File: src/rtl/bit_mem_arbiter.sv
`default_nettype none
// ============================================================================
// Module   : bit_mem_arbiter
// Brief    : Init sweep plus two-requester round-robin front end for a
//            single-port 32x1 bit memory with registered read responses.
// Revision : 1.0 - initial release
// ============================================================================
module bit_mem_arbiter #(
    parameter int   ADDR_W   = 5,
    parameter logic INIT_VAL = 1'b0
) (
    input  logic                  clk,
    input  logic                  rst,
    input  logic                  clear_req,
    output logic                  init_done,
    input  logic [1:0]            req_valid,
    output logic [1:0]            req_ready,
    input  logic [1:0]            req_write,
    input  logic [2*ADDR_W-1:0]   req_addr,
    input  logic [1:0]            req_wdata,
    output logic [1:0]            rsp_valid,
    output logic                  rsp_rdata,
    output logic                  mem_we,
    output logic [ADDR_W-1:0]     mem_addr,
    output logic                  mem_wdata,
    input  logic                  mem_rdata
);

    localparam int                DEPTH       = 2 ** ADDR_W;
    localparam logic [ADDR_W-1:0] C_CNT_LAST  = ADDR_W'(DEPTH - 1);

    typedef enum logic [0:0] {
        ST_INIT = 1'b0,
        ST_RUN  = 1'b1
    } state_t;

    state_t              state_q, state_d;
    logic [ADDR_W-1:0]   cnt_q, cnt_d;
    logic                last_q, last_d;
    logic [1:0]          rsp_valid_q, rsp_valid_d;
    logic                rsp_rdata_q, rsp_rdata_d;

    logic [1:0]          w_gnt;
    logic                w_sel;
    logic [ADDR_W-1:0]   w_sel_addr;

    // Grant is only offered in RUN and never in a clear_req cycle.
    always_comb begin
        w_gnt = 2'b00;
        if (state_q == ST_RUN && !clear_req) begin
            case (req_valid)
                2'b01:   w_gnt = 2'b01;
                2'b10:   w_gnt = 2'b10;
                2'b11:   w_gnt = last_q ? 2'b01 : 2'b10;
                default: w_gnt = 2'b00;
            endcase
        end
    end

    assign w_sel      = w_gnt[1];
    assign w_sel_addr = w_sel ? req_addr[2*ADDR_W-1:ADDR_W] : req_addr[ADDR_W-1:0];

    always_comb begin
        state_d     = state_q;
        cnt_d       = cnt_q;
        last_d      = last_q;
        rsp_valid_d = 2'b00;
        rsp_rdata_d = rsp_rdata_q;
        mem_we      = 1'b0;
        mem_addr    = '0;
        mem_wdata   = 1'b0;

        case (state_q)
            ST_INIT: begin
                mem_we    = 1'b1;
                mem_addr  = cnt_q;
                mem_wdata = INIT_VAL;
                cnt_d     = cnt_q + ADDR_W'(1);
                if (cnt_q == C_CNT_LAST) begin
                    state_d = ST_RUN;
                    cnt_d   = '0;
                end
            end
            ST_RUN: begin
                if (clear_req) begin
                    state_d = ST_INIT;
                    cnt_d   = '0;
                end else if (|w_gnt) begin
                    mem_we    = req_write[w_sel];
                    mem_addr  = w_sel_addr;
                    mem_wdata = req_wdata[w_sel];
                    last_d    = w_sel;
                    if (!req_write[w_sel]) begin
                        rsp_valid_d[w_sel] = 1'b1;
                        rsp_rdata_d        = mem_rdata;
                    end
                end
            end
            default: begin
                state_d = ST_INIT;
                cnt_d   = '0;
            end
        endcase
    end

    always_ff @(posedge clk or posedge rst) begin
        if (rst) begin
            state_q     <= ST_INIT;
            cnt_q       <= '0;
            last_q      <= 1'b1;
            rsp_valid_q <= 2'b00;
            rsp_rdata_q <= 1'b0;
        end else begin
            state_q     <= state_d;
            cnt_q       <= cnt_d;
            last_q      <= last_d;
            rsp_valid_q <= rsp_valid_d;
            rsp_rdata_q <= rsp_rdata_d;
        end
    end

    assign init_done = (state_q == ST_RUN);
    assign req_ready = w_gnt;
    assign rsp_valid = rsp_valid_q;
    assign rsp_rdata = rsp_rdata_q;

endmodule
`default_nettype wire

File: config.mk
export PLATFORM = sky130hd
export DESIGN_NAME = bit_mem_arbiter
export DESIGN_NICKNAME = d
export VERILOG_FILES = /design/src/rtl/bit_mem_arbiter.sv
export SDC_FILE = /design/constraint.sdc
export NUM_CORES = 1
export LEC_CHECK = 0
export CELL_PAD_IN_SITES_DETAIL_PLACEMENT = 1
export CELL_PAD_IN_SITES_GLOBAL_PLACEMENT = 1
export CORE_UTILIZATION = 37
export CTS_BUF_LIST = sky130_fd_sc_hd__clkbuf_8
export CTS_CLUSTER_DIAMETER = 80
export CTS_CLUSTER_SIZE = 20
export DETAILED_ROUTE_END_ITERATION = 16
export DONT_BUFFER_PORTS = 1
export PLACE_DENSITY_LB_ADDON = 0.1
export SLEW_MARGIN = 20
export SYNTH_ARGS = -nofsm -noshare
export SYNTH_HDL_FRONTEND = slang
export SYNTH_SLANG_ARGS = --single-unit
File: constraint.sdc
create_clock -name clk -period 4.7 [get_ports clk]
set_clock_uncertainty 0.15 [all_clocks]
set_input_delay 0.235 -clock clk [delete_from_list [all_inputs] [get_ports clk]]
set_output_delay 0.235 -clock clk [all_outputs]
set_load 0.005 [all_outputs]
======== After elaboration in Yosys (flattened, before gate mapping) ========
Index checks and enable logic that the tools add are counted.
operators by class
  add/sub/neg operators ................... 1
  order comparisons ....................... 2
  eq/ne operators ......................... 5
  multiplexer cells ....................... 29
  bitwise gates (word level) .............. 3
  reduce and logical (&&, ||, !) cells .... 6
operator list
  operator                                                                      count
  5-bit two-way mux                                                             5
  5-bit one-hot mux with 2 select lines                                         2
  2-bit two-way mux                                                             6
  1-bit two-way mux                                                             11
  1-bit one-hot mux with 2 select lines                                         3
  2-bit one-hot mux with 3 select lines                                         1
  5-bit by 1-bit adder with 5-bit output, second input constant                 1
  5-bit equality test, second input constant                                    1
  2-bit equality test, second input constant                                    2
  4-bit AND reduction                                                           1
  1-bit NOT                                                                     3
  3-bit AND reduction                                                           1
  2-bit by 1-bit equality test with 1-bit output, second input constant         1
  1-bit logical AND                                                             2
  1-bit by 2-bit less-than comparator with 1-bit output, second input constant  1
  2-bit != test, second input constant                                          1
  2-bit OR reduction                                                            1
  1-bit demux with 1-bit select                                                 1
  1-bit >= comparator, second input constant                                    1
  1-bit logical NOT                                                             1
word-level totals
  bits in registers ....................... 10
  output and inout port bits .............. 13
  logic and storage cells ................. 51

======== Longest topological paths before layout ========
Gate-level depths: netlist (run 1).
  word-level depth ........................ 11
  mapped depth ............................ 7

======== Least setup slack after synthesis (run 1) ========
Ideal clock, no wire load.
  kind .................................... register -> register
  start point ............................. register state_q (netlist: init_done)
  end point ............................... register rsp_rdata_q (netlist: rsp_rdata)
  arrival ................................. 1287 ps
  path slack .............................. 3138 ps
  cell stages (with the launch flop) ...... 7
  buffers on the path ..................... 2
  path through ............................ dfrtp_1 buf_6 nor2b_4 buf_6 nand3_4 o22ai_2 mux2_4
on the way
  word-level cells in the longest chain between the ends .. 6
  elaborated cells on any way between the ends .. 7
ends and longest elaborated chain
  item                                                   RTL line  text
  start: declaration                                     37        state_t state_q, state_d;
  start signal: assignment                               114       state_q <= state_d;
  1-bit logical AND                                      50        if (state_q == ST_RUN && !clear_req) begin
  2-bit two-way mux                                      50
  1-bit two-way mux (implied by the code) (2 in series)  93        if (!req_write[w_sel]) begin
  1-bit NOT (no line)                                    --
  4-bit AND reduction (no line) (*)                      --
  end signal: assignment                                 118       rsp_rdata_q <= rsp_rdata_d;
  end: declaration                                       41        logic rsp_rdata_q, rsp_rdata_d;
Mark *: on every way between the ends. The rest lies on a longest branch, timed or not. The select of a mux whose other input is x is not followed.
A chain may end at the register's enable or synchronous reset.

======== Worst setup path in the final report (run 1) ========
  start point ............................. register state_q (netlist: init_done)
  end point ............................... output mem_we
on the way
  word-level cells in the longest chain between the ends .. 7
  elaborated cells on any way between the ends .. 9
ends and longest elaborated chain
  item                                                   RTL line  text
  1-bit logical AND                                      50
  2-bit two-way mux                                      50
  1-bit two-way mux (implied by the code) (2 in series)  89        mem_we = req_write[w_sel];
  1-bit two-way mux                                      88        end else if (|w_gnt) begin
  1-bit two-way mux                                      85        if (clear_req) begin
  1-bit one-hot mux with 2 select lines (*)              73        case (state_q)
  end: declaration                                       23        output logic mem_we,
Marks and branches as above.

==> results of run 1 <==
==> critical path: stages, from the launching register on <==
cell	delay [ps]
dfrtp_1	550
nor2b_4	350
nand3_4	170
mux2i_1	150
o21ai_0	250
==> kinds of logic (layout without fill, tap and decap cells) <==
family,count (synthesis),after routing
XOR/XNOR,1,1
AND/OR/NAND/NOR,17,17
AO/OA/AOI/OAI,19,19
buffers and inverters,10,18
adder cells (fa/ha/maj),2,2
flip-flops,10,10
multiplexers,4,4
==> timing repair <==
action | 4_1_cts | 5_1_grt
setup endpoints to repair | 0 | 0
hold buffers | 6 | 0
hold endpoints to repair | 13 | 0
==> sequential cells by signal (all words and copies together), names as in the netlist <==
register   cells
rsp_valid      2
last_q         1
rsp_rdata      1
init_done      1
cnt_q          5
==> area by class of cell <==
cell class	count	area, µm²	share of cell area, %
sequential	10	251	34.1
tap	16	20.0	2.71
clock buffer	4	55.1	7.46
inverter	8	30.0	4.07
timing repair buffer	6	60.1	8.14
multi-input combinational	43	322	43.6
==> layer usage <==
| layer | global-route usage, % | wire length, µm | vias to the layer above | part of all wire, % |
|---|---|---|---|---|
| met5 | 0 | 0 | - | 0 |
| met4 | 12.7 | 42 | 0 | 2.8 |
| met2 | 31.0 | 741 | 26 | 49 |
| met3 | 5.53 | 161 | 5 | 11 |
| li1 | - | - | 236 | - |
| met1 | 21.8 | 578 | 229 | 38 |
==> power by group <==
| group | internal [mW] | switching (mW) |
|---|---|---|
| combinational | 0.0678 | 0.0622 |
| sequential | 0.119 | 0.0331 |
| clock | 0.0739 | 0.0369 |
| total | 0.261 | 0.132 |
==> cell usage in the layout, fill, tap and decap left out, drive strengths merged <==
cell / instances
a21o: 1
a21oi: 1
a22o: 2
a22oi: 4
and3: 1
clkbuf: 4
dfrtp: 9
dfstp: 1
dlygate4sd3: 6
ha: 2
inv: 8
mux2: 2
mux2i: 2
nand2: 7
nand2b: 1
nand3: 3
nor2: 3
nor2b: 1
nor3: 1
o21ai: 8
o22ai: 1
o2bb2ai: 2
xnor2: 1
==> metrics by stage <==
step / cell area (µm²) / worst slack (ps) / hold WS [ps]
final: 738 / 2600 / -0.435
after detailed placement: 623 / 2860 / -15.6
after CTS: 738 / 2600 / 6.63
after global placement: 623 / 2890 / -21.1
after global routing: 738 / 2480 / 17.6
after floorplan: 626 / 3140 / -75.5
==> worst max path at each step <==
stage,start,to,slack (ps)
5_1_grt,init_done,mem_we,2480
3_5_place_dp,init_done,mem_we,2860
4_1_cts,init_done,mem_we,2600
3_3_place_gp,init_done,mem_we,2890
2_1_floorplan,init_done,rsp_rdata,3140
6_report,init_done,mem_we,2600
==> impl_metrics.tcl, run 1 <==
set metrics [dict create \
    area.growth.synth_to_final_pct 18.0 \
    power_density_nw_per_um2 533 \
    wl_per_cell_um 17.5 \
    rr_worst_depth 4 \
    grt_setup_unrepaired "false" \
    relSlewSlack_pct 73.2 \
    maxCapViolations 0 \
    synth_fp_nets 85 \
    cts_tree "done" \
    fmax_mhz 476 \
    fin_crit_sh_pct 44.7 \
    holdWs_ps -0.435 \
    setup_viol 0 \
    antenna_left 0 \
    synth_fa_ha_area_share_pct 4.00 \
    drt_wl_total_mm 1.52 \
    setup.worst_path.class "reg -> out" \
    rr_endpoint "rsp_valid[0]" \
    syn_avg_cell_area_um2 9.93 \
    num_rows 14 \
    track_usage_pct 19.3 \
    netlist_area_um2 626 \
    yosys.area_share.simple_pct 17.4 \
    cts_made_buffers 3 \
    start_util_pct 40.6 \
    period_needed_ps 2100 \
    numPortBuffers 0 \
    grt_pass1_vias 534 \
    core_um2 1540 \
    synth_xor_area_share_pct 1.40 \
    irDropWorstVdd_mv 0.333 \
    die_h_um 43.1 \
    tns_ps 0 \
    whs_endpoint "last_q" \
    synth_top_family_by_area "compound AO/OA/AOI/OAI gates" \
    path_max_fanout 11 \
    hold_viol 1 \
    worstPathArrival_ps 1720 \
    grt_overflow_total 0 \
    clock_latency_ps 240 \
    end_kind "output port" \
    dp_cells 77 \
    dr.pass1.iters 2 \
    clkSinkCount 10 \
    gp_congestion 0.732 \
    cts-resized-gates 0 \
    p_leak_nw 0.347 \
    yosys-top-cells-area "dfrtp_1 36%, o21ai_0 6.4%, nand3_4 5.6%, a22oi_1 4.8%, dfstp_2 4.2%" \
    final_max_slew_viol_count 0 \
    yosys-top-cells-count "9 x dfrtp_1, 8 x o21ai_0, 7 x nand2_1" \
    synth_edf_count 0 \
    synth_async_sr_flop_share_pct 100 \
    yosys.area.top_type "dfrtp_1" \
    synth_seq_cells 10 \
    netlist_instances 63 \
    yosysWarnings 0 \
    status "complete, but fails checks" \
    synth_flop_cell "dfrtp_1" \
    die_area_um2 1860 \
    nets 94 \
    root_buffer "clkbuf_8" \
    reg2reg_slack_ps 2760 \
    synth_top_cell_area_share_pct 36.0 \
    p_total_mw 0.393 \
    grt_first_pass_wirelength_mm 2.50 \
    synth_cell_types 26 \
    die_x_um 43.1 \
    antenna_found_initial 0 \
    synth_compound_area_share_pct 21.2 \
    synth_most_common_cell "dfrtp_1" \
    antenna_cells 0 \
    ys_seq_area_share_pct 40.2 \
    fillCellCount 173 \
    synthMuxAreaShare_pct 7.40 \
    final_util_pct 47.9 \
    vias 496 \
    via_per_inst 5.70 \
    clk_pin_slew_ps 50 \
    postCtsSetupBuffers 0 \
    drt_iter0_drc 3 \
    tightestPinTransition_ps 402 \
    hold_path_class "in -> reg" \
    hold_depth 2 \
    required_ps 4320 \
    layout-drive-gt1-share_pct 21.1 \
    grt_max_degree 12 \
    start_kind "flip-flop" \
    ioPinCount 33 \
    clock_path_buffers 2 \
    hold_path_startpoint "req_valid[1]" \
    r2r_start "init_done" \
    cts.htree.levels 1 \
    fin_cells 87 \
    drc 0 \
    failed_checks "negative hold slack" \
]
Note: power is estimated with default switching activity, not from simulation.
==> run 2, diff against run 1 <==
==> constraint.sdc (replaced) <==
create_clock -name clk -period 1.75 [get_ports clk]
set_clock_uncertainty 0.15 [all_clocks]
set_input_delay 0.0875 -clock clk [delete_from_list [all_inputs] [get_ports clk]]
set_output_delay 0.0875 -clock clk [all_outputs]
set_load 0.005 [all_outputs]
==> run 2 against run 1 <==
  * The run now ends clean
  * Via count rose by 8.1%
  * Worst setup slack lost 2500 ps
  * Core utilization is 6.6 points higher
  * First-iteration DRC count grew 100%
  * Hold slack better by 30 ps
  * Sequential power grew to 2.6 times the previous value
  * Non-clock buffer count rose by 10
  * Design area is 14% higher
  * Power rose to 2.8 times the previous value
==> impl_metrics.tcl, run 2 (same netlist as run 1, synthesis figures left out) <==
set metrics [dict create \
    use_met2_pct 24.8 \
    busiest_layer "met2" \
    nets 104 \
    hold_viol 0 \
    clock_latency_ps 240 \
    dr.pass1.iters 4 \
    fillCellCount 176 \
    cts_made_buffers 3 \
    cts.htree.levels 1 \
    end_kind "flip-flop" \
    die_h_um 43.1 \
    status "complete, no violations" \
    cts_tree "done" \
    largest_reg_flops 5 \
    hold_path_startpoint "req_valid[1]" \
    ioPinCount 33 \
    reg2reg_slack_ps 70 \
    required_ps 1780 \
    tightestPinTransition_ps 387 \
    irDropWorstVdd_mv 0.785 \
    grt_use_met3_pct 2.98 \
    p_leak_nw 0.403 \
    numPortBuffers 0 \
    clock_path_buffers 2 \
    relSlewSlack_pct 74.2 \
    grt_first_pass_wirelength_mm 2.24 \
    r2r_start "init_done" \
    final_util_pct 54.5 \
    tns_ps 0 \
    final_max_slew_viol_count 0 \
    start_util_pct 40.6 \
    grt_setup_unrepaired "false" \
    core_um2 1540 \
    antenna_found_initial 0 \
    via_per_inst 5.53 \
    rr_endpoint "rsp_valid[0]" \
    gp_congestion 0.774 \
    holdWs_ps 29.9 \
    final_common_cell "dlygate4sd3_1" \
    drt_wl_total_mm 1.43 \
    die_area_um2 1860 \
    path_max_fanout 6 \
    layout-drive-gt1-share_pct 25.9 \
    num_rows 14 \
    vias 536 \
    antenna_cells 0 \
    hold_depth 4 \
    grt_overflow_total 0 \
    setup.worst_path.class "reg -> reg" \
    hold_path_class "in -> reg" \
    whs_endpoint "last_q" \
    fin_crit_sh_pct 95.8 \
    root_buffer "clkbuf_8" \
    clkSinkCount 10 \
    layout_common_cells "10 x dlygate4sd3_1, 9 x dfrtp_1, 8 x o21ai_0" \
    wl_per_cell_um 14.8 \
    rr_worst_depth 5 \
    drc 0 \
    setup_viol 0 \
    grt_max_degree 11 \
    period_needed_ps 1680 \
    worstPathArrival_ps 1700 \
    maxCapViolations 0 \
    grtUsageMet1_pct 21.7 \
    die_x_um 43.1 \
    grt_pass1_vias 509 \
    track_usage_pct 16.3 \
    fin_ws_ps 72.6 \
    fmax_mhz 596 \
    dpl_worst_slack_ps 145 \
    area.growth.synth_to_final_pct 34.2 \
    power_density_nw_per_um2 1310 \
    start_kind "flip-flop" \
    antenna_left 0 \
    clk_pin_slew_ps 50 \
    top_register "cnt_q" \
    drt_iter0_drc 6 \
]
## run 2: power by group
part	internal [mW]	switching, mW	total, mW	leakage (nW)
registers	0.321	0.0709	0.392	0.125
logic	0.230	0.188	0.418	0.249
clock network	0.198	0.0912	0.289	0.0288
total	0.749	0.350	1.10	0.403
## run 2: cell type report
type	instances	area [µm²]	area share, %
Clock buffer	4	55.1	6.56
Tap cell	16	20.0	2.38
Inverter	8	30.0	3.58
Timing Repair Buffer	16	154	18.3
Sequential cell	10	251	30.0
Multi-Input combinational cell	43	329	39.2
## run 2: through the flow
step	area, µm²	instances	power, mW
4_1_cts	796	93	1.11
2_1_floorplan	626	63	0.681
3_3_place_gp	631	78	0.755
5_1_grt	840	97	1.19
6_report	840	97	1.10
3_5_place_dp	631	78	0.754
## run 2: how the worst max path moves through the flow
stage / to / cells past startpoint / slack (ps) / start
after global placement: cnt_q[2] / 6 / 180 / cnt_q[1]
after floorplan: rsp_rdata / 6 / 190 / init_done
after global routing: cnt_q[2] / 6 / 10 / cnt_q[0]
after detailed placement: cnt_q[2] / 6 / 150 / cnt_q[0]
final: rsp_valid[0] / 5 / 70 / init_done
after CTS: last_q / 5 / 20 / clear_req
## run 2: worst max-delay path, stage by stage (launching register included)
cell,delay (ps)
dfrtp_1,340
nor2b_4,250
buf_6,130
nand3_4,80
nor2_1,110
dlygate4sd3_1,540
## run 2: repair_timing
item / in CTS / in global routing
setup endpoints to repair: 0 / 6
buffers inserted: 0 / 4
gates resized for setup: 0 / 4
endpoints found under the hold margin: 17 / 0
hold buffers: 11 / 0
## run 2: routing by layer
metal / wire length, µm / part of all wire, % / up-vias
met5: 0 / 0 / -
met4: 21 / 1.5 / 0
met3: 108 / 7.5 / 2
met2: 623 / 44 / 26
met1: 678 / 47 / 253
li1: - / - / 255
==> run 3, diff against run 2 <==
--- a/config.mk
+++ b/config.mk
@@ -13,6 +13,7 @@
 export CTS_CLUSTER_SIZE = 20
 export DETAILED_ROUTE_END_ITERATION = 16
 export DONT_BUFFER_PORTS = 1
+export MAX_ROUTING_LAYER = met4
 export PLACE_DENSITY_LB_ADDON = 0.1
 export SLEW_MARGIN = 20
 export SYNTH_ARGS = -nofsm -noshare
==> constraint.sdc (replaced) <==
create_clock -name clk -period 1.7 [get_ports clk]
set_clock_uncertainty 0.15 [all_clocks]
set_input_delay 0.085 -clock clk [delete_from_list [all_inputs] [get_ports clk]]
set_output_delay 0.085 -clock clk [all_outputs]
set_load 0.005 [all_outputs]
==> run 3 against run 2 <==
  * The flow now finishes with violations (negative hold slack)
  * Final cell count shrank 4.1%
  * Via count decreased by 1.1%
  * Critical path depth is 2 lower
  * Largest cell class unchanged
==> impl_metrics.tcl, run 3 (same netlist as run 1, synthesis figures left out) <==
set metrics [dict create \
    status "complete, but fails checks" \
    failed_checks "negative hold slack" \
    drt_iter0_drc 1 \
    cp_slowest_cell "dlygate4sd3_1" \
    cp_cell_sequence "ha_2 -> o2bb2ai_1 -> dlygate4sd3_1" \
    grt_max_degree 11 \
    drt_wl_total_mm 1.52 \
    worst-path-buf-inv 1 \
    die_x_um 43.1 \
    final_area_um2 801 \
    dr.pass1.iters 4 \
    power_density_nw_per_um2 1500 \
    cts_hold_buf 8 \
    antenna_left 0 \
    setup_viol 0 \
    die_area_um2 1860 \
    final_common_cell "dfrtp_1" \
    fin_crit_sh_pct 96.5 \
    ioPinCount 33 \
    final_max_slew_viol_count 0 \
    maxCapViolations 0 \
    tns_ps 0 \
    clkSinkCount 10 \
    clock_path_buffers 2 \
    place_area_um2 631 \
    clock_latency_ps 240 \
    core_um2 1540 \
    dpl_worst_slack_ps 75.8 \
    wl_per_cell_um 16.4 \
    hold_viol 3 \
    layout_common_cells "9 x dfrtp_1, 8 x o21ai_0, 8 x dlygate4sd3_1" \
    tightestPinTransition_ps 390 \
    clk_pin_slew_ps 50 \
    cts_made_buffers 3 \
    cpPeakStageDelay_ps 550 \
    antenna_found_initial 0 \
    path_max_fanout 3 \
    fin_ws_ps 60.2 \
    layout-drive-gt1-share_pct 28.6 \
    top_register "cnt_q" \
    start_util_pct 40.6 \
    relSlewSlack_pct 74.0 \
    hold_path_class "in -> reg" \
    root_buffer "clkbuf_8" \
    fmax_mhz 610 \
    numPortBuffers 0 \
    end_kind "flip-flop" \
    setup.worst_path.class "reg -> reg" \
    grt_overflow_total 0 \
    grt_pass1_vias 516 \
    period_needed_ps 1640 \
    vias 530 \
    irDropWorstVdd_mv 0.932 \
    num_rows 14 \
    nets 100 \
    area.growth.synth_to_final_pct 28.0 \
    required_ps 1670 \
    die_h_um 43.1 \
    largest_reg_flops 5 \
    drc 0 \
    hpwl_mm 1.08 \
    antenna_cells 0 \
    holdWs_ps -75.0 \
    via_per_inst 5.70 \
    gp_congestion 0.784 \
    critPathTopFamily "buffers and inverters" \
    cts.htree.levels 1 \
    track_usage_pct 17.7 \
    start_kind "flip-flop" \
    p_leak_nw 0.379 \
    cts_tree "done" \
    grt_first_pass_wirelength_mm 2.27 \
    worstPathArrival_ps 1610 \
]
run 3: cell types whose count changed in the layout (fill, tap and decap cells not counted), sizes merged:
cell / change
dlygate4sd3: -2
buf: -1
dlymetal6s4s: -1
run 3: path summary, 6_finish.rpt:
check,from,to,slack [ps],depth (start not counted)
max,cnt_q[0],cnt_q[1],60,3
min,clear_req,last_q,-70,3
max reg2reg,cnt_q[0],cnt_q[1],60,3
min reg2reg,last_q,last_q,320,2
max in group asynchronous,rst,last_q,970,2
min in group asynchronous,rst,cnt_q[4],120,2
run 3: final cells by class:
type                    instances  area [µm²]
fillers                       163         741
multi-input cells              43         334
flip-flops and latches         10         251
repair buffers                 12         110
clock buffers                   4        55.1
inverters                       8        30.0
well taps                      16        20.0
run 3: routing by layer:
metal | global-route usage [%] | vias to the layer above | share of wire (%)
met5 | - | - | 0
li1 | - | 247 | -
met2 | 25.4 | 28 | 47
met4 | 12.7 | 0 | 2.4
met3 | 2.98 | 6 | 8.7
met1 | 22.3 | 249 | 42
run 3: per-stage QoR:
step,instances,power (mW),hold slack (ps),utilization [%]
2_1_floorplan,63,0.701,-226,-
3_3_place_gp,78,0.777,-172,40.9
3_5_place_dp,78,0.781,-169,40.9
4_1_cts,90,1.14,-63.2,49.7
5_1_grt,93,1.30,-55.8,51.9
6_report,93,1.20,-75.0,51.9
run 3: power breakdown:
part / total [mW] / switching [mW] / leakage, nW / internal [mW]
Clock: 0.302 / 0.0983 / 0.0288 / 0.204
Combinational: 0.486 / 0.213 / 0.225 / 0.273
Sequential: 0.410 / 0.0803 / 0.125 / 0.330
Total: 1.20 / 0.391 / 0.379 / 0.807
run 3: worst register-to-register path, stage by stage (launching register included):
cell	delay, ps
dfrtp_1	400
ha_2	300
o2bb2ai_1	120
dlygate4sd3_1	550
run 3: what timing repair did:
action / CTS / global route
setup endpoints to repair: 0 / 9
endpoints found under the hold margin: 17 / 2
setup buffers: 0 / 3
gates resized for setup: 0 / 3
